$ cat src/rtl/ex_mem_pkg.sv
// EX/MEM skid stage shared definitions.
// Control bit indices, default widths and FSM state encoding.
package ex_mem_pkg;

  localparam int DATA_W_DEF = 32;
  localparam int RD_W_DEF   = 5;
  localparam int CTRL_W_DEF = 4;

  localparam int CTRL_REG_WRITE  = 0;
  localparam int CTRL_MEM_READ   = 1;
  localparam int CTRL_MEM_WRITE  = 2;
  localparam int CTRL_MEM_TO_REG = 3;

  typedef enum logic [1:0] {
    ST_EMPTY = 2'd0,
    ST_ONE   = 2'd1,
    ST_FULL  = 2'd2
  } state_e;

endpackage

$ cat src/rtl/ex_mem_skid_stage_pipe_slot.sv
// Payload register with load enable.
// Cleared asynchronously by the stage reset.
module pipe_slot #(
  parameter int W = 8
) (
  input  logic         i_clk,
  input  logic         i_reset_n,
  input  logic         i_load,
  input  logic [W-1:0] i_d,
  output logic [W-1:0] o_q
);

  logic [W-1:0] q_q;

  always_ff @(posedge i_clk or negedge i_reset_n) begin
    if (!i_reset_n) begin
      q_q <= '0;
    end else if (i_load) begin
      q_q <= i_d;
    end
  end

  assign o_q = q_q;

endmodule

$ cat src/rtl/ex_mem_skid_stage.sv
// EX->MEM pipeline register with one-entry skid buffer.
// Ready is registered so no comb path from downstream ready.
module ex_mem_skid_stage
  import ex_mem_pkg::*;
#(
  parameter int DATA_W = DATA_W_DEF,
  parameter int RD_W   = RD_W_DEF,
  parameter int CTRL_W = CTRL_W_DEF
) (
  input  logic              i_clk,
  input  logic              i_reset_n,
  input  logic              i_flush,
  input  logic              i_in_valid,
  output logic              o_in_ready,
  input  logic [DATA_W-1:0] i_alu_result,
  input  logic [DATA_W-1:0] i_write_data,
  input  logic [RD_W-1:0]   i_rd,
  input  logic [CTRL_W-1:0] i_ctrl,
  output logic              o_out_valid,
  input  logic              i_out_ready,
  output logic [DATA_W-1:0] o_alu_result,
  output logic [DATA_W-1:0] o_write_data,
  output logic [RD_W-1:0]   o_rd,
  output logic [CTRL_W-1:0] o_ctrl,
  output logic [1:0]        o_occupancy
);

  localparam int PW = CTRL_W + RD_W + 2 * DATA_W;

  state_e        state_q, state_d;
  logic          in_ready_q;
  logic          in_fire, out_fire;
  logic          main_ld, skid_ld, main_from_skid;
  logic [PW-1:0] in_pl, main_d, main_q, skid_q;

  assign in_pl    = {i_ctrl, i_rd, i_write_data, i_alu_result};
  assign in_fire  = i_in_valid && in_ready_q && !i_flush;
  assign out_fire = o_out_valid && i_out_ready;

  always_comb begin
    state_d        = state_q;
    main_ld        = 1'b0;
    skid_ld        = 1'b0;
    main_from_skid = 1'b0;
    if (i_flush) begin
      state_d = ST_EMPTY;
    end else begin
      unique case (state_q)
        ST_EMPTY: begin
          if (in_fire) begin
            state_d = ST_ONE;
            main_ld = 1'b1;
          end
        end
        ST_ONE: begin
          if (in_fire && !out_fire) begin
            state_d = ST_FULL;
            skid_ld = 1'b1;
          end else if (in_fire) begin
            main_ld = 1'b1;
          end else if (out_fire) begin
            state_d = ST_EMPTY;
          end
        end
        ST_FULL: begin
          if (out_fire) begin
            state_d        = ST_ONE;
            main_ld        = 1'b1;
            main_from_skid = 1'b1;
          end
        end
        default: state_d = ST_EMPTY;
      endcase
    end
  end

  always_ff @(posedge i_clk or negedge i_reset_n) begin
    if (!i_reset_n) begin
      state_q    <= ST_EMPTY;
      in_ready_q <= 1'b0;
    end else begin
      state_q    <= state_d;
      in_ready_q <= (state_d != ST_FULL);
    end
  end

  assign main_d = main_from_skid ? skid_q : in_pl;

  pipe_slot #(.W(PW)) u_main (
    .i_clk     (i_clk),
    .i_reset_n (i_reset_n),
    .i_load    (main_ld),
    .i_d       (main_d),
    .o_q       (main_q)
  );

  pipe_slot #(.W(PW)) u_skid (
    .i_clk     (i_clk),
    .i_reset_n (i_reset_n),
    .i_load    (skid_ld),
    .i_d       (in_pl),
    .o_q       (skid_q)
  );

  assign o_in_ready   = in_ready_q;
  assign o_out_valid  = (state_q != ST_EMPTY);
  assign o_occupancy  = state_q;
  assign o_alu_result = main_q[DATA_W-1:0];
  assign o_write_data = main_q[2*DATA_W-1:DATA_W];
  assign o_rd         = main_q[2*DATA_W+RD_W-1:2*DATA_W];
  // A bubble must never write the register file or memory.
  assign o_ctrl = o_out_valid ? main_q[PW-1:PW-CTRL_W] : '0;

endmodule

$ cat config.mk
export PLATFORM = sky130hd
export DESIGN_NAME = ex_mem_skid_stage
export DESIGN_NICKNAME = d
export VERILOG_FILES = /design/src/rtl/ex_mem_pkg.sv /design/src/rtl/ex_mem_skid_stage_pipe_slot.sv /design/src/rtl/ex_mem_skid_stage.sv
export SDC_FILE = /design/constraint.sdc
export NUM_CORES = 1
export LEC_CHECK = 0
export CAP_MARGIN = 10
export CORE_MARGIN = 2
export CORE_UTILIZATION = 53
export CTS_BUF_LIST = sky130_fd_sc_hd__clkbuf_8
export DETAILED_ROUTE_END_ITERATION = 10
export GPL_TIMING_DRIVEN = 0
export PLACE_DENSITY_LB_ADDON = 0.12
export SETUP_SLACK_MARGIN = 0.02
export SYNTH_ARGS = -nofsm -noshare
export SYNTH_HDL_FRONTEND = slang
export SYNTH_SLANG_ARGS = --single-unit
$ cat constraint.sdc
create_clock -name i_clk -period 2.1 [get_ports i_clk]
set_clock_uncertainty 0.1 [all_clocks]
set_input_delay 0.63 -clock i_clk [delete_from_list [all_inputs] [get_ports i_clk]]
set_output_delay 0.63 -clock i_clk [all_outputs]
set_load 0.05 [all_outputs]
**Yosys cells after proc, flatten, opt, wreduce, memory -nomap -nowiden**

Index checks and enable logic that the tools add are counted.

- Bits in registers: 149
- Logic and storage cells: 34
- Bits of input ports: 78

- Reductions and logical operators: 8
- Multiplexer cells: 19
- Equality and inequality tests: 3

Operator list:

| cell | count |
|---|---|
| $mux W73 | 1 |
| $mux W2 | 6 |
| $mux W1 | 9 |
| $pmux W2 S3 | 1 |
| $logic_and A1 B1 Y1 | 4 |
| $mux W4 | 1 |
| $pmux W1 S3 | 1 |
| $eq A2 B1 Y1 const B | 1 |
| $eq A2 B2 Y1 const B | 1 |
| $logic_not A1 Y1 | 2 |
| $logic_not A2 Y1 | 1 |
| $ne A2 B2 Y1 const B | 1 |
| $reduce_bool A2 Y1 | 1 |

**Depth between registers and ports, before layout**

- Depth in word-level cells: 8
- Gate-level depth with buffers: 6

**Hierarchy**

Synthesis repeated with hierarchy kept, for this count alone.

- Cells, all modules: 415
- Area, all modules: 7601.0 um^2

Modules (own cells, without submodules):

| module | instances | cells each | area each (um^2) | seq. area each (um^2) |
|---|---|---|---|---|
| pipe_slot | 2 | 154 | 3062.9 | 1826.8 |
| ex_mem_skid_stage | 1 | 107 | 1475.2 | 75.1 |

**Worst setup path before layout**

No wires, ideal clock.

- Path kind: flip-flop to output port
- Start: reg state_q[1], in the netlist o_occupancy[1]
- End: out o_ctrl[0]
- Path buffers: 0
- Stages on the path, launching flop included: 3
- Setup slack: -0.267 ns
- Data arrival time: 1.637 ns
- Required time: 1.370 ns
- Cell sequence: dfrtp_1 nor2_1 nor2b_1

- Word-level cells in the longest chain between the ends: 2

Ends and longest elaborated chain:

| what | line | source |
|---|---|---|
| start, declared | ex_mem_skid_stage.sv:30 | `state_e state_q, state_d;` |
| start signal, assigned | ex_mem_skid_stage.sv:82 | `state_q <= state_d;` |
| $reduce_bool A2 Y1 | ex_mem_skid_stage.sv:106 | `assign o_out_valid = (state_q != ST_EMPTY);` |
| $mux W4 | ex_mem_skid_stage.sv:112 | `assign o_ctrl = o_out_valid ? main_q[PW-1:PW-CTRL_W] : '0;` |
| end, declared | ex_mem_skid_stage.sv:24 | `output logic [CTRL_W-1:0] o_ctrl,` |

Every way passes these cells.

**Worst setup path in the final report**

- Start: reg state_q[0], in the netlist o_occupancy[0]
- End: out o_out_valid

- Word-level cells in the longest chain between the ends: 1

Ends and longest elaborated chain:

| what | line | source |
|---|---|---|
| $reduce_bool A2 Y1 | ex_mem_skid_stage.sv:106 |  |
| end, declared | ex_mem_skid_stage.sv:19 | `output logic o_out_valid,` |

Every way passes these cells.

==> summary.txt <==
Status -> finished, final reports clean
Sequential fraction of the synthesis area -> 52.9%
Final Wtd Congestion -> 0.756
Final layout net count -> 818
Die Footprint -> 14200 um^2
Count of H-tree levels built during CTS -> 4
Flop and latch count out of synthesis -> 149
Startpoint of the worst-slack reg-to-reg timing path -> o_occupancy[0]
Fmax achieved -> 486 MHz
Synthesized net count -> 642
Pins over their slew limit -> 0
Initial core utilization -> 53.8%
Met2 Use GR -> 37.4%
Total count of hold-check failures in the final report -> 0
Number of failing setup endpoints in the final timing report -> 0
Avg Synthesized Cell Area -> 12.5 um^2
Die Span X -> 119 um
Slew at the pin closest to its max-slew limit -> 634 ps
Power density over the cells -> 999 nW/um^2
Drt initial violations -> 197
Category of the critical setup timing path -> flip-flop to output port
Synth warnings -> 0
Post-Route WL -> 14700 um
Std cell rows -> 42
Clock Path Buffers -> 2
Fraction of met1 tracks used by global routing -> 26.7%
Root buf cell -> sky130_fd_sc_hd__clkbuf_8
Leakage power total -> 3.93 nW
Data arrival time of the critical path -> 1330 ps
Port Buffers -> 154
Share of the cycle needed by the critical path after routing -> 98.0%
Worst vdd ir -> 565 uV
TritonCTS clock tree -> done
Crit start category -> flip-flop
Area of the mapped netlist -> 7040 um^2
Total clock buffers created by CTS -> 17
Vias in the first global route -> 4893
GRT Overall Usage -> 21.9%
CTS sink cnt -> 149
Cells after synthesis -> 564
Final design utilization -> 71.8%
Leading cell type in the layout, fill and taps excluded -> sky130_fd_sc_hd__dfrtp_1
Later-pin clock latency in the skew report -> 450 ps
Wire length of the first global-routing pass -> 24100 um
Die span in y -> 119 um
Cell Count Post-Placement -> 895
Number of vias in the routed layout -> 4670
Top Ports -> 155
Wire length per cell after detailed routing -> 15.9 um
Core footprint -> 13100 um^2
Clock transition at path regs -> 80 ps
Pin count of the biggest net entering global routing -> 85
Most Crowded Layer GR -> met2
Required arrival time at the worst endpoint -> 1370 ps
Setup repair after global routing missed its margin -> true
Hold crit path type -> input pin to asynchronous set/reset pin
Total congestion overflow after global routing -> 0
Layout area overhead -> 33.4%
Max FO, Critical Path -> 5
Post-detailed-route count of antenna-violating nets -> 0
Final Instance Count excl. Fillers -> 928
Time the worst path needs with I/O delays and setup -> 2060 ps
Count of unique library cells instantiated by Yosys -> 24
Residual DRC count -> 0
Commonest cells after routing, fill and taps aside -> 147 x sky130_fd_sc_hd__dfrtp_1, 76 x sky130_fd_sc_hd__clkdlybuf4s50_1, 75 x sky130_fd_sc_hd__nor2_1, 75 x sky130_fd_sc_hd__buf_4
Fraction of layout cells with a size suffix above 1 -> 43.9%
Antenna Diode Count -> 0
Crit end category -> output port
Max Cap Violations -> 0
Critical Path Source -> o_occupancy[0]
Via-to-Cell Ratio -> 5.03
Antenna violations before repair -> 0
Total power -> 9.39 mW
1st-pass router iterations -> 4
Worst-case headroom to the max-slew limit -> 57.8%
M3 GR Usage -> 5.56%
Sum of net half-perimeters after detailed placement -> 10100 um
## metal layers
layer	routed length, um	part of all wire [%]	vias up
li1	-	-	2227
met1	6230	42	2299
met2	7470	51	120
met3	721	4.9	24
met4	295	2.0	0
met5	0	0	-
## layout make-up
cell class,instances,area (um^2)
multi-input cells,314,2520
well taps,176,220
flip-flops and latches,149,3730
repair buffers,157,1650
plain buffers,100,855
clock buffers,17,234
fillers,929,3690
inverters,1,3.75
clock inverters,14,188
## kinds of logic after synthesis
family / count (synthesis) / share of synthesized area [%]
buffers and inverters: 101 / 11.8
muxes: 146 / 22.0
DFF: 149 / 52.9
AOI/OAI and AO/OA: 78 / 7.51
and+or+nand+nor: 90 / 5.68
## power by group
group / internal [mW] / switching (mW)
Sequential: 3.58 / 0.360
Combinational: 1.38 / 1.73
Clock: 1.28 / 1.06
Total: 6.23 / 3.15
## through the flow
| stage | cell area, um^2 | worst slack (ps) | setup TNS [ps] | hold WS [ps] |
|---|---|---|---|---|
| floorplan | 7050 | -72.2 | -289 | 234 |
| global placement | 8810 | -5540 | -879070 | 386 |
| detailed placement | 8840 | -501 | -64170 | 393 |
| CTS | 9390 | 9.86 | 0 | 72.1 |
| global route | 9400 | -30.4 | -95.5 | 89.0 |
| finish | 9400 | 42.1 | 0 | 61.8 |
## path summary, 6_finish.rpt
path | to | slack [ps] | depth (start not counted)
min | u_skid.o_q[11] | 60 | 1
max in group asynchronous | o_occupancy[1] | 980 | 2
min in group i_clk | u_skid.o_q[11] | 410 | 1
max reg2reg | u_main.o_q[1] | 170 | 7
max | o_out_valid | 40 | 3
min reg2reg | u_skid.o_q[11] | 410 | 1
## worst max-delay path, stage by stage (launching register included)
cell and delay (ps):
sky130_fd_sc_hd__dfrtp_2 450, sky130_fd_sc_hd__nor2_4 210, sky130_fd_sc_hd__inv_1 80, sky130_fd_sc_hd__buf_6 150
## synth_stat cells
master / number / area [um^2]
sky130_fd_sc_hd__mux2i_1: 73 / 731
sky130_fd_sc_hd__a31oi_1: 2 / 12.5
sky130_fd_sc_hd__nor2b_1: 4 / 25.0
sky130_fd_sc_hd__dfrtp_1: 149 / 3730
sky130_fd_sc_hd__buf_6: 4 / 45.0
sky130_fd_sc_hd__buf_4: 73 / 548
sky130_fd_sc_hd__nand4bb_1: 1 / 11.3
sky130_fd_sc_hd__nand3b_1: 1 / 7.51
sky130_fd_sc_hd__buf_12: 8 / 160
sky130_fd_sc_hd__mux2_2: 73 / 822
sky130_fd_sc_hd__a21oi_2: 34 / 298
sky130_fd_sc_hd__and3b_1: 1 / 8.76
sky130_fd_sc_hd__a21boi_0: 1 / 7.51
sky130_fd_sc_hd__buf_2: 15 / 75.1
sky130_fd_sc_hd__nand2_1: 2 / 7.51
sky130_fd_sc_hd__inv_1: 1 / 3.75
sky130_fd_sc_hd__a211o_1: 1 / 8.76
sky130_fd_sc_hd__nand2b_4: 1 / 13.8
sky130_fd_sc_hd__nand4b_1: 1 / 8.76
sky130_fd_sc_hd__nor2_1: 77 / 289
sky130_fd_sc_hd__nor3b_4: 1 / 18.8
sky130_fd_sc_hd__a21oi_1: 39 / 195
sky130_fd_sc_hd__o21bai_1: 1 / 7.51
sky130_fd_sc_hd__nand3_2: 1 / 10.0
## flip-flops by register name, indices dropped and copies added (netlist names)
register and count:
o_occupancy 2, u_skid.o_q 73, o_in_ready 1, u_main.o_q 73
## repair_timing
| action | 4_1_cts | 5_1_grt |
|---|---|---|
| gates resized for setup | 256 | 23 |
| pin swaps | 1 | 1 |
| setup buffers | 2 | 0 |
| endpoints found under the setup margin | 107 | 92 |
| hold buffers | 0 | 0 |
No activity file was read; power rests on OpenSTA's default activity.
==> patch, RTL diff (same settings) <==
`DATA_W_DEF`: 32 -> 24.
--- a/src/rtl/ex_mem_pkg.sv
+++ b/src/rtl/ex_mem_pkg.sv
@@ -3,5 +3,5 @@
 package ex_mem_pkg;
 
-  localparam int DATA_W_DEF = 32;
+  localparam int DATA_W_DEF = 24;
   localparam int RD_W_DEF   = 5;
   localparam int CTRL_W_DEF = 4;
Interface: changed (resized i_alu_result, i_write_data, o_alu_result and o_write_data); port bits go from 155 to 123. The function was not compared with the original's and may differ.
==> patch against the unedited design <==
Synthesized area is 24% lower. First-iteration DRC count is 56% lower. Sequential power decreased by 21%. Worst setup slack improved by 0.013 ns. Sequential cell count decreased by 32. Routed wire length decreased by 21%. Synthesized cell count shrank 21%. Final area down 20%. Total power is 15% lower.
==> patch: results (changes against the unedited design) <==
Nets -> 660 (-19%)
Async set-or-reset flop fraction in the synthesized netlist -> 100% (unchanged)
Worst path arrival time -> 1.31 ns (-0.02 ns)
Hpwl dp -> 7.70 mm (-24%)
Synth top cells by count -> dfrtp_1 (117), nor2_1 (61), a21oi_1 (57), mux2_2 (57), mux2i_1 (57)
Port Buffers -> 122 (-21%)
Tot GR Track Use -> 22.7% (+0.80 points)
Total wire length -> 11.7 mm (-21%)
Met2 Usage GRT -> 38.3% (+0.85 points)
Iteration-0 DRC Markers -> 87 (-56%)
CP Max Fanout -> 5 (unchanged)
Reg clk slew, reported paths -> 0.07 ns
Layout cells sized above 1 -> 40.8% (-3.1 points)
Worst R2R Path Depth -> 6 (-1)
GR Util met1 -> 28.4% (+1.7 points)
Number of global-route vias before repair -> 3941 (-19%)
First-pass GRT wire length -> 19.5 mm (-19%)
Measured slew at the worst slew-check pin -> 0.396 ns (-0.238 ns)
Htree depth -> 4 (unchanged)
Synth area leaders -> dfrtp_1 (55%), mux2_2 (12%), mux2i_1 (11%)
Via count -> 3756 (-20%)
First drt pass iteration count -> 4 (unchanged)
Worst hold path type -> in2async
Critical Path Max Stage Delay -> 0.44 ns
FILL cells -> 677 (-27%)
RR Endpoint -> u_main.o_q[50]$_DFFE_PN0P_
Slowest cell on crit path -> dfrtp_2
GP Congestion -> 0.800 (+5.8%)
Status -> finished clean
Ant. Diodes -> 0 (unchanged)
CTS Buffer Depth -> 2 (unchanged)
VDD IR-drop max -> 646 uV (+14%)
Congestion Overflow GR -> 0 (unchanged)
Setup tns final -> 0 ns (unchanged)
Leakage -> 3.23 nW (-18%)
FF-to-FF Start -> o_occupancy[0]$_DFF_PN0_
Sequential area share after synthesis -> 54.8% (+1.8 points)
Ys Warns -> 0 (unchanged)
R2r setup slk -> 0.12 ns (-0.05 ns)
Initial antenna violation count -> 0 (unchanged)
Avg Cell Area, Syn -> 12.0 um^2 (-3.8%)
CTS root buf -> clkbuf_8
Worst skew pair latency -> 0.42 ns (-0.03 ns)
Syn nets -> 507 (-21%)
Largest net degree at the start of global routing -> 79 (-7.1%)
GR Util met3 -> 5.83% (+0.27 points)
Netlist cell types -> 25 (+4.2%)
Cts bufs inserted -> 17 (unchanged)
-- patch: kinds of logic after synthesis --
logic type | count (synthesis) | synth area share [%]
buffers and inverters | 78 | 10.4
and+or+nand+nor | 74 | 6.02
AOI/OAI and AO/OA | 62 | 6.13
muxes | 114 | 22.7
DFF | 117 | 54.8
-- patch: area by class of cell --
class / count / share of cell area [%]
Inverter: 1 / 0.0501
Tap cell: 133 / 2.22
Sequential cell: 117 / 39.1
Clock inverter: 10 / 2.34
Clock buffer: 22 / 4.04
Timing Repair Buffer: 134 / 18.9
Multi-Input combinational cell: 250 / 25.3
Buffer: 77 / 8.05
-- patch: worst max-delay path, delay by kind of cell (launching register included) --
| family | cells | cell delay (ns) |
|---|---|---|
| simple gates | 2 | 0.29 |
| buf+inv | 1 | 0.16 |
| flops | 1 | 0.44 |
-- patch: worst max path at each step --
| stage | start | end | slack (ns) | cells after the start |
|---|---|---|---|---|
| CTS | o_occupancy[1]$_DFF_PN0_ | o_ctrl[1] | 0.03 | 3 |
| detailed placement | i_out_ready | u_main.o_q[27]$_DFFE_PN0P_ | -0.64 | 7 |
| finish | o_occupancy[0]$_DFF_PN0_ | o_ctrl[1] | 0.06 | 3 |
| global placement | i_reset_n | u_skid.o_q[52]$_DFFE_PN0P_ | -4.16 | 1 |
| global route | o_occupancy[0]$_DFF_PN0_ | o_ctrl[1] | -0.006 | 3 |
| floorplan | o_occupancy[0]$_DFF_PN0_ | o_ctrl[0] | -0.04 | 2 |
-- patch: metrics by stage --
stage | instances | power, mW | instance area (um^2) | hold WS [ns] | setup WS, ns
2_1_floorplan | 445 | 4.76 | 5350 | 0.234 | -0.0376
3_3_place_gp | 700 | 5.46 | 6740 | 0.386 | -4.16
3_5_place_dp | 701 | 5.56 | 6770 | 0.393 | -0.643
4_1_cts | 736 | 7.99 | 7390 | 0.00182 | 0.0258
5_1_grt | 744 | 8.29 | 7490 | 0.0228 | -0.00570
6_report | 744 | 7.94 | 7490 | 0.0171 | 0.0553
-- patch: report_power, final --
| part | switching (mW) | internal [mW] | total, mW | leakage (nW) |
|---|---|---|---|---|
| combinational | 1.33 | 1.08 | 2.41 | 1.63 |
| sequential | 0.292 | 2.81 | 3.10 | 1.36 |
| clock | 0.873 | 1.56 | 2.43 | 0.247 |
| total | 2.49 | 5.45 | 7.94 | 3.23 |
-- patch: repair_timing --
| item | CTS | global route |
|---|---|---|
| setup buffers | 3 | 8 |
| hold buffers | 0 | 0 |
| resized for setup | 218 | 25 |
| pin swaps | 1 | 4 |
| endpoints found under the setup margin | 148 | 91 |
-- patch: layer usage --
metal  vias up  routed length (um)
met3         9                 564
li1       1780                   -
met2        91                6030
met1      1876                5000
met4         0                 111
met5         -                   0
